<file path="src/rtl/ht1632_frame_rx_if.sv">
// Link and framebuffer-side signals of the HT1632 frame receiver.
// master = link driver / reader, slave = receiver.
interface ht1632_frame_rx_if #(
  parameter int ADDR_W = 7
);
  logic              cs;
  logic              write;
  logic              data;
  logic [ADDR_W-1:0] rd_addr;
  logic [3:0]        rd_data;
  logic              frame_done;
  logic [ADDR_W-1:0] frame_nibs;
  logic              cmd_valid;
  logic [7:0]        cmd_code;
  logic [2:0]        err;

  modport master (
    output cs, write, data, rd_addr,
    input  rd_data, frame_done, frame_nibs, cmd_valid, cmd_code, err
  );

  modport slave (
    input  cs, write, data, rd_addr,
    output rd_data, frame_done, frame_nibs, cmd_valid, cmd_code, err
  );
endinterface

</file>
<file path="src/rtl/ht1632_frame_rx.sv">
// Receiver for the cs/write/data matrix link: write frames fill a nibble framebuffer, command frames report codes.
// Define HT_RX_DOUBLE_BUF_EN for a front/back framebuffer that swaps on frame_done.
module ht1632_frame_rx #(
  parameter int SYNC_STAGES = 2,
  parameter int NIBBLES     = 96,
  parameter int ADDR_W      = 7
) (
  input logic              clk,
  input logic              RST,
  ht1632_frame_rx_if.slave bus
);

`ifdef HT_RX_DOUBLE_BUF_EN
  localparam int BANKS = 2;
`else
  localparam int BANKS = 1;
`endif
  localparam int DEPTH = BANKS * NIBBLES;
  localparam int IDX_W = $clog2(DEPTH);

  typedef enum logic [2:0] {IDLE, ID, ADDR, DATA, CMD, DISCARD} state_t;

  logic [SYNC_STAGES-1:0] cs_sh, wr_sh, dat_sh;
  logic                   cs_d, wr_d;
  logic                   cs_s, wr_s, dat_s;
  logic                   cs_fall, cs_rise, bit_ev;

  state_t            state, state_n;
  logic [3:0]        bit_cnt, bit_cnt_n;
  logic [7:0]        shreg, shreg_n;
  logic [ADDR_W-1:0] addr, addr_n;
  logic [ADDR_W-1:0] nib_cnt, nib_cnt_n;
  logic              wr_en, wr_en_n;
  logic [IDX_W-1:0]  wr_idx, wr_idx_n;
  logic [3:0]        wr_nib, wr_nib_n;
  logic              frame_done, frame_done_n;
  logic [ADDR_W-1:0] frame_nibs, frame_nibs_n;
  logic              cmd_valid, cmd_valid_n;
  logic [7:0]        cmd_code, cmd_code_n;
  logic [2:0]        err, err_n;
  int                wr_base, rd_base;

  logic [3:0] mem [DEPTH];

  // cs idles high so the synchroniser must reset to 1 to avoid a phantom frame start
  always_ff @(posedge clk or negedge RST) begin
    if (!RST) begin
      cs_sh  <= '1;
      wr_sh  <= '0;
      dat_sh <= '0;
      cs_d   <= 1'b1;
      wr_d   <= 1'b0;
    end else begin
      cs_sh  <= {cs_sh[SYNC_STAGES-2:0], bus.cs};
      wr_sh  <= {wr_sh[SYNC_STAGES-2:0], bus.write};
      dat_sh <= {dat_sh[SYNC_STAGES-2:0], bus.data};
      cs_d   <= cs_sh[SYNC_STAGES-1];
      wr_d   <= wr_sh[SYNC_STAGES-1];
    end
  end

  assign cs_s    = cs_sh[SYNC_STAGES-1];
  assign wr_s    = wr_sh[SYNC_STAGES-1];
  assign dat_s   = dat_sh[SYNC_STAGES-1];
  assign cs_fall = cs_d & ~cs_s;
  assign cs_rise = ~cs_d & cs_s;
  assign bit_ev  = wr_s & ~wr_d & ~cs_s;

  always_ff @(posedge clk or negedge RST) begin
    if (!RST) begin
      state      <= IDLE;
      bit_cnt    <= '0;
      shreg      <= '0;
      addr       <= '0;
      nib_cnt    <= '0;
      wr_en      <= 1'b0;
      wr_idx     <= '0;
      wr_nib     <= '0;
      frame_done <= 1'b0;
      frame_nibs <= '0;
      cmd_valid  <= 1'b0;
      cmd_code   <= '0;
      err        <= '0;
    end else begin
      state      <= state_n;
      bit_cnt    <= bit_cnt_n;
      shreg      <= shreg_n;
      addr       <= addr_n;
      nib_cnt    <= nib_cnt_n;
      wr_en      <= wr_en_n;
      wr_idx     <= wr_idx_n;
      wr_nib     <= wr_nib_n;
      frame_done <= frame_done_n;
      frame_nibs <= frame_nibs_n;
      cmd_valid  <= cmd_valid_n;
      cmd_code   <= cmd_code_n;
      err        <= err_n;
    end
  end

  // shreg holds the bits already received in the current field, so a field completes from shreg plus the new bit
  always_comb begin
    state_n      = state;
    bit_cnt_n    = bit_cnt;
    shreg_n      = shreg;
    addr_n       = addr;
    nib_cnt_n    = nib_cnt;
    wr_en_n      = 1'b0;
    wr_idx_n     = wr_idx;
    wr_nib_n     = wr_nib;
    frame_done_n = 1'b0;
    frame_nibs_n = frame_nibs;
    cmd_valid_n  = 1'b0;
    cmd_code_n   = cmd_code;
    err_n        = err;
    if (cs_rise) begin
      state_n   = IDLE;
      bit_cnt_n = '0;
      nib_cnt_n = '0;
      if (state == DATA) begin
        if (nib_cnt != '0) begin
          frame_done_n = 1'b1;
          frame_nibs_n = nib_cnt;
        end
        if (bit_cnt != '0) err_n[1] = 1'b1;
      end
    end else if (state == IDLE) begin
      if (cs_fall) state_n = ID;
    end else if (bit_ev) begin
      shreg_n   = {shreg[6:0], dat_s};
      bit_cnt_n = bit_cnt + 4'd1;
      case (state)
        ID: begin
          if (bit_cnt == 4'd2) begin
            bit_cnt_n = '0;
            if ({shreg[1:0], dat_s} == 3'b101) state_n = ADDR;
            else if ({shreg[1:0], dat_s} == 3'b100) state_n = CMD;
            else begin
              state_n  = DISCARD;
              err_n[0] = 1'b1;
            end
          end
        end
        ADDR: begin
          if (bit_cnt == 4'(ADDR_W - 1)) begin
            bit_cnt_n = '0;
            addr_n    = {shreg[ADDR_W-2:0], dat_s};
            state_n   = DATA;
          end
        end
        DATA: begin
          if (bit_cnt == 4'd3) begin
            bit_cnt_n = '0;
            addr_n    = addr + ADDR_W'(1);
            if (int'(nib_cnt) < NIBBLES) nib_cnt_n = nib_cnt + ADDR_W'(1);
            if (int'(addr) < NIBBLES) begin
              wr_en_n  = 1'b1;
              wr_idx_n = IDX_W'(wr_base + int'(addr));
              wr_nib_n = {shreg[2:0], dat_s};
            end else begin
              err_n[2] = 1'b1;
            end
          end
        end
        CMD: begin
          if (bit_cnt == 4'd8) begin
            bit_cnt_n   = '0;
            cmd_code_n  = shreg;
            cmd_valid_n = 1'b1;
          end
        end
        default: ;
      endcase
    end
  end

`ifdef HT_RX_DOUBLE_BUF_EN
  logic front;

  // front flips on the same edge that raises frame_done, so the pulse and the new image appear together
  always_ff @(posedge clk or negedge RST) begin
    if (!RST) front <= 1'b0;
    else      front <= front ^ frame_done_n;
  end

  assign wr_base = front ? 0 : NIBBLES;
  assign rd_base = front ? NIBBLES : 0;
`else
  assign wr_base = 0;
  assign rd_base = 0;
`endif

  always_ff @(posedge clk) begin
    if (wr_en) mem[wr_idx] <= wr_nib;
  end

  always_ff @(posedge clk or negedge RST) begin
    if (!RST)                              bus.rd_data <= '0;
    else if (int'(bus.rd_addr) < NIBBLES)  bus.rd_data <= mem[IDX_W'(rd_base + int'(bus.rd_addr))];
    else                                   bus.rd_data <= '0;
  end

  assign bus.frame_done = frame_done;
  assign bus.frame_nibs = frame_nibs;
  assign bus.cmd_valid  = cmd_valid;
  assign bus.cmd_code   = cmd_code;
  assign bus.err        = err;

endmodule

</file>
<file path="src/flat_wrapper.sv">
// flat-port wrapper written by rule: the top's interface ports become plain ports
module ht1632_frame_rx_flat 
#(
  parameter int SYNC_STAGES = 2,
  parameter int NIBBLES     = 96,
  parameter int ADDR_W      = 7
)
  (clk, RST, bus_cs, bus_write, bus_data, bus_rd_addr, bus_rd_data, bus_frame_done, bus_frame_nibs, bus_cmd_valid, bus_cmd_code, bus_err);
  ht1632_frame_rx_if #(.ADDR_W(ADDR_W)) bus_i ();
  input logic clk;
  input logic RST;
  input wire logic [$bits(bus_i.cs)-1:0] bus_cs;
  input wire logic [$bits(bus_i.write)-1:0] bus_write;
  input wire logic [$bits(bus_i.data)-1:0] bus_data;
  input wire logic [$bits(bus_i.rd_addr)-1:0] bus_rd_addr;
  output wire logic [$bits(bus_i.rd_data)-1:0] bus_rd_data;
  output wire logic [$bits(bus_i.frame_done)-1:0] bus_frame_done;
  output wire logic [$bits(bus_i.frame_nibs)-1:0] bus_frame_nibs;
  output wire logic [$bits(bus_i.cmd_valid)-1:0] bus_cmd_valid;
  output wire logic [$bits(bus_i.cmd_code)-1:0] bus_cmd_code;
  output wire logic [$bits(bus_i.err)-1:0] bus_err;
  assign bus_i.cs = bus_cs;
  assign bus_i.write = bus_write;
  assign bus_i.data = bus_data;
  assign bus_i.rd_addr = bus_rd_addr;
  assign bus_rd_data = bus_i.rd_data;
  assign bus_frame_done = bus_i.frame_done;
  assign bus_frame_nibs = bus_i.frame_nibs;
  assign bus_cmd_valid = bus_i.cmd_valid;
  assign bus_cmd_code = bus_i.cmd_code;
  assign bus_err = bus_i.err;
  ht1632_frame_rx #(.SYNC_STAGES(SYNC_STAGES), .NIBBLES(NIBBLES), .ADDR_W(ADDR_W)) u_core (.clk(clk), .RST(RST), .bus(bus_i));
endmodule
</file>
<file path="config.mk">
export PLATFORM = sky130hd
export DESIGN_NAME = ht1632_frame_rx_flat
export DESIGN_NICKNAME = d
export VERILOG_FILES = /design/src/rtl/ht1632_frame_rx_if.sv /design/src/rtl/ht1632_frame_rx.sv /design/src/flat_wrapper.sv
export SDC_FILE = /design/constraint.sdc
export NUM_CORES = 1
export LEC_CHECK = 0
export BUFFER_PORTS_ARGS = -buffer_cell sky130_fd_sc_hd__buf_2
export CAP_MARGIN = 20
export CORE_MARGIN = 3
export CORE_UTILIZATION = 66
export DETAILED_ROUTE_END_ITERATION = 7
export GPL_TIMING_DRIVEN = 1
export HOLD_SLACK_MARGIN = 0.12
export PLACE_DENSITY_LB_ADDON = 0.15
export SYNTH_ARGS = -nofsm -noshare
export SYNTH_HDL_FRONTEND = slang
export SYNTH_SLANG_ARGS = --single-unit
</file>
<file path="constraint.sdc">
create_clock -name clk -period 3.92 [get_ports clk]
set_clock_uncertainty 0.15 [all_clocks]
set_input_delay 0.196 -clock clk [delete_from_list [all_inputs] [get_ports clk]]
set_output_delay 0.196 -clock clk [all_outputs]
set_load 0.02 [all_outputs]
</file>
Yosys cells after proc, flatten, opt, wreduce, memory -nomap -nowiden
Memories as Yosys holds them, arrays and structs flattened. Index checks and enable logic that the tools add are counted.

Register bits after elaboration: 73. Bits in latches: 0. Memories: 1. Memory bits (writable): 384. Output and inout port bits: 24. Logic and storage cells: 120. Input port bits: 12. Bits in read-only memories: 0.

$add $sub $neg: 3. Equality and inequality tests: 16. Divide/modulo/power cells: 0. Muxes and demuxes: 43. Multiply operators: 0. Bitwise gates (word level): 12. Shift-type cells: 0. Reduce and logical (&&, ||, !) cells: 21. Order comparisons: 3.

Memories: u_core.mem (words 96, width 4, read ports 1, clocked after Yosys merged registers in 0, write ports 1, RTL line ht1632_frame_rx.sv:43) `logic [3:0] mem [DEPTH];`.

Operators by type and width (count): 7-bit two-way mux (8); 4-bit two-way mux (8); 7-bit < comparator (second input constant) (3); 3-bit two-way mux (7); 6-bit AND reduction (3); 1-bit two-way mux (17); 4-bit case mux with 4 select lines (1); 5-bit AND reduction (3); 7-bit by 1-bit adder with 7-bit output (second input constant) (2); 7-bit case mux with 2 select lines (1); 2-bit nonzero test (5); 3-bit == test (second input constant) (3); 3-bit AND reduction (3); 4-bit by 2-bit == test with 1-bit output (second input constant) (2); 4-bit by 1-bit inequality test with 1-bit output (second input constant) (2); 1-bit inverter (8); 4-bit nonzero test (2); 7-bit AND reduction (1); 7-bit nonzero test (1); 3-bit by 2-bit == test with 1-bit output (second input constant) (2); 3-bit case mux with 2 select lines (1); 4-bit by 1-bit adder with 4-bit output (second input constant) (1); 1-bit AND (4); 4-bit by 3-bit == test with 1-bit output (second input constant) (1); other kinds (8) (9).

Depth between registers and ports, before layout
Word-level depth: 8. Mapped depth: 8. Gate-level depth less buffers: 7.

Least setup slack after synthesis
No wires, ideal clock.

Kind: input-to-reg. From: in bus_rd_addr[1]. To: reg u_core.bus.rd_data[1]. Arrival: 1702 ps. Data required time: 3634 ps. Buffers on the path: 2. Cell stages on the path: 6. Path slack: 1932 ps. Path through: buf_2 > buf_2 > mux4_2 > mux4_2 > o211ai_1 > o211ai_1.

Longest elaborated chain between the ends: 2. Elaborated cells on any way between the ends: 3.

Ends and longest elaborated chain: from (decl) (RTL line flat_wrapper.sv:15) `input wire logic [$bits(bus_i.rd_addr)-1:0] bus_rd_addr;`; memory read 96 x 4 bit / 7-bit < comparator (equally long branches); 4-bit two-way mux (*) (RTL line ht1632_frame_rx.sv:199) `else if (int'(bus.rd_addr) < NIBBLES) bus.rd_data <= mem[IDX_W'(rd_base + int'(bus.rd_addr))];`; to (decl) (RTL line ht1632_frame_rx_if.sv:24) `output rd_data, frame_done, frame_nibs, cmd_valid, cmd_code, err`.

Mark *: on every way between the ends. The rest lies on a longest branch, timed or not. A chain may end at the register's enable or synchronous reset.

Worst setup path after layout
From: in bus_rd_addr[1]. To: reg u_core.bus.rd_data[0].

The elaborated chain is that of the path after synthesis.

==> key figures <==
Status
  – Outcome: finished clean

Placed design
  – Number of port buffers: 35
  – Half-perimeter wire length after detailed placement: about 24 mm
  – Final estimated routing congestion in global placement: around 0.83
  – Number of placed instances, taps included: 1399

Worst hold path
  – Worst hold-check path type: input port to flip-flop
  – Number of cells on the worst hold path: 2
  – Source of the worst hold timing path: bus_data
  – End point of the most critical hold path: u_core.dat_sh[0]

Logic synthesis
  – Total of flip-flops plus latches after synthesis: 457
  – Combined area of all synthesized cells: about 18000 sq um
  – Library cells used by synthesis: 58
  – Post-synth net total: 1043
  – Sequential cell area fraction in the yosys report: 72.7%
  – Cell type contributing the most total cell area after synthesis: edfxtp_1
  – Number of synthesized flops with an enable pin: roughly 380
  – Per-instance average area after synthesis: around 18 sq um
  – Synthesized instance count: 1025
  – Top_reg_cell synth: edfxtp_1
  – Share of async-settable or async-resettable flops after synthesis: 16.0%
  – Dominant cells by area after synthesis: edfxtp_1 63%, mux4_2 12%, dfrtp_1 9.5%, nor2_1 2.3%, mux2i_1 1.6%
  – Area fraction of the dominant cell type after synthesis: 62.7%
  – Yosys warning total: 0

CTS
  – TritonCTS clock tree: built
  – Clock transition at the register clock pins on the worst setup and hold paths after CTS: about 0.06 ns
  – Maximum number of buffers from clock root to sink: 3
  – Clock Latency Late Sink: ~0.54 ns
  – Clk root buf: clkbuf_16
  – Post-cts resize count: 0
  – Number of sinks handled by clock tree synthesis: approximately 460
  – H-tree depth reported by CTS: 2
  – Number of CTS-inserted buffers: 44

Critical path
  – Sort of element at the end of the critical path: flip-flop
  – Data required, critical path: ~4.2 ns
  – Reg2reg setup slack: approximately 0.93 ns
  – Crit path max fanout: 25
  – CP startpoint kind: input port
  – Path type of the worst setup path: input port to flip-flop
  – Depth of the worst register-to-register path: 7
  – R2R Path Start: u_core.mem[35][0]
  – Signal arrival time at the worst endpoint: about 3.5 ns
  – End of the worst register-to-register path: u_core.bus.rd_data[0]

Pwr
  – Static leakage power: slightly below 6 nW
  – Power Dens Cells: approximately 460 nW/um^2
  – Worst vdd ir: about 0.41 mV

Floorplan
  – Starting Density: 67.6%
  – # IOs: 36
  – Height of the die: roughly 170 um
  – Number of cell rows: 60
  – Die span in x: 173 um
  – Placeable core area: 27200 sq um
  – Die footprint: about 30000 sq um

Route
  – Residual DRC: 0
  – Routed WL per cell: ~26 um
  – Drt pass-1 iters: 7
  – Mean number of vias per cell: roughly 6.6
  – Drt total wl: 38.7 mm
  – Count of nets left with antenna violations after detail routing: 0
  – Detailed router's first-iteration violation count: ~1200
  – Number of vias after detailed routing: 9753

Layout
  – Number of nets in the layout: 1100
  – Number of antenna diodes: 0
  – Share of final-layout standard cells stronger than drive strength 1: a little over a fifth
  – Non-filler cells in the finished layout: 1485
  – Area Growth Syn to Fin: 10.3%
  – Top library cells by usage in the layout, fill and taps aside: 384 x edfxtp_1, 115 x nor2_1, 100 x mux4_2
  – Fill cell total of the finished layout: between 1500 and 2000
  – Most common cell after layout, fill and taps aside: edfxtp_1

Flow run
  – Reported max-cap violation count: 0

Timing
  – Actual transition at the worst max-transition pin: 1.05 ns
  – Setup Viol. Count Final: 0
  – Hold violation total from the final report: 0
  – FMAX: slightly above 300 MHz
  – Total Neg Setup Slack: 0 ns
  – Rel. slew slack: 29.5%
  – Number of slew-limit violations in the final report: 0
  – Setup repair after global routing missed its margin: no
  – Final period util: 82.6%
  – Min Tclk post-route: roughly 3.2 ns

GRT
  – Number of antenna violations at the first check in global routing: 0
  – Global-route wire length before repair: between 50 and 60 mm
  – Global Route Usage Sum: between 20% and 30%
  – Total congestion overflow: 0
  – Largest net degree at the start of global routing: 93
  – Via count of the first global-routing pass: around 9900
layer usage:
metal | global-route usage [%] | share of wire, % | routed length (um)
met2 | 43.2 | 51 | 19600
met5 | 0 | 0 | 0
met4 | 7.40 | 2.5 | 968
met3 | 4.68 | 7.4 | 2850
met1 | 37.9 | 40 | 15300
critical path: stages:
cell	delay, ns
buf_4	0.41
buf_4	0.44
mux4_2	0.58
mux2i_1	0.22
mux2i_1	0.17
o2111ai_1	0.22
dlygate4sd3_1	0.59
nand3_1	0.08
dlygate4sd3_1	0.58
synthesized netlist by cell type, types with 2 or more instances:
cell and number:
a21oi_1 11, a221oi_1 3, o211ai_1 3, nor4_1 5, nand2b_1 10, a22o_1 2, clkbuf_1 18, nor3b_1 2
dfrtp_1 70, nor2b_1 12, nand3_1 25, edfxtp_1 384, a2111oi_0 2, o21ai_0 17, mux4_1 3, or3_1 2
o2111ai_1 2, nand3b_1 3, xnor2_1 4, and3_1 4, nor2_1 115, dfstp_2 3, nand2_1 67, o22a_1 3
a22oi_1 3, nor3_1 15, mux4_2 100, buf_6 5, mux2_2 22, buf_4 8, mux2i_1 30, inv_1 15
o22ai_1 7, nand4_1 5, a31oi_1 5, buf_1 3, ha_1 6, buf_2 11
sequential cells by signal, indices dropped and copies added, names as in the netlist, 2 cells and up:
register,count
u_core.mem,384
u_core.bus.cmd_code,8
u_core.shreg,8
u_core.addr,7
u_core.bus.frame_nibs,7
u_core.nib_cnt,7
u_core.wr_idx,7
u_core.bit_cnt,4
u_core.bus.rd_data,4
u_core.wr_nib,4
u_core.bus.err,3
u_core.state,3
u_core.cs_sh,2
u_core.dat_sh,2
u_core.wr_sh,2
per-stage QoR:
stage / utilization, % / worst slack, ns / hold slack [ns] / total power (W) / instance area, sq um
2_1_floorplan: - / 1.93 / -0.250 / 0.00559 / 18400
3_3_place_gp: 69.5 / 1.20 / 0.152 / 0.00567 / 18900
3_5_place_dp: 69.5 / 1.18 / 0.154 / 0.00568 / 18900
4_1_cts: 74.6 / 0.702 / 0.132 / 0.00947 / 20300
5_1_grt: 74.6 / 0.557 / 0.159 / 0.00970 / 20300
6_report: 74.6 / 0.683 / 0.161 / 0.00943 / 20300
cell type report:
class | count | area [sq um] | area share [%]
sequential | 457 | 13400 | 65.9
tap | 372 | 465 | 2.30
clock inverter | 14 | 78.8 | 0.389
inverter | 15 | 56.3 | 0.278
multi-input combinational | 507 | 4690 | 23.1
clock buffer | 63 | 1210 | 5.98
timing repair buffer | 57 | 405 | 2.00
report_power, final:
group / internal, W / leakage, nW / switching (W) / total (W)
Sequential: 0.00524 / 3.62 / 0.0000559 / 0.00530
Clock: 0.00215 / 0.622 / 0.00169 / 0.00385
Combinational: 0.000123 / 1.61 / 0.000157 / 0.000280
Total: 0.00752 / 5.86 / 0.00191 / 0.00943
repair_timing:
action,4_1_cts,5_1_grt
hold endpoints to repair,77,0
buffers inserted,0,0
hold buffers,8,0
worst max path at each step:
| stage | start | end | slack [ns] | depth (start not counted) |
|---|---|---|---|---|
| 6_report | bus_rd_addr[1] | u_core.bus.rd_data[0] | 0.68 | 9 |
| 4_1_cts | bus_rd_addr[1] | u_core.bus.rd_data[0] | 0.70 | 9 |
| 3_3_place_gp | bus_rd_addr[1] | u_core.bus.rd_data[0] | 1.20 | 7 |
| 5_1_grt | bus_rd_addr[1] | u_core.bus.rd_data[0] | 0.56 | 9 |
| 3_5_place_dp | bus_rd_addr[1] | u_core.bus.rd_data[0] | 1.18 | 7 |
| 2_1_floorplan | bus_rd_addr[1] | u_core.bus.rd_data[1] | 1.93 | 6 |
cell families (layout without fill, tap and decap cells):
logic type / Yosys count / count (layout) / synth area share (%)
buffers and inverters: 61 / 149 / 1.78
DFF: 457 / 457 / 72.7
AOI/OAI and AO/OA: 69 / 69 / 2.55
and+or+nand+nor: 272 / 272 / 6.68
adders and majority gates: 6 / 6 / 0.408
muxes: 155 / 155 / 15.7
xor gates and xnor gates: 5 / 5 / 0.238
Power figures use the tool's default switching activity.
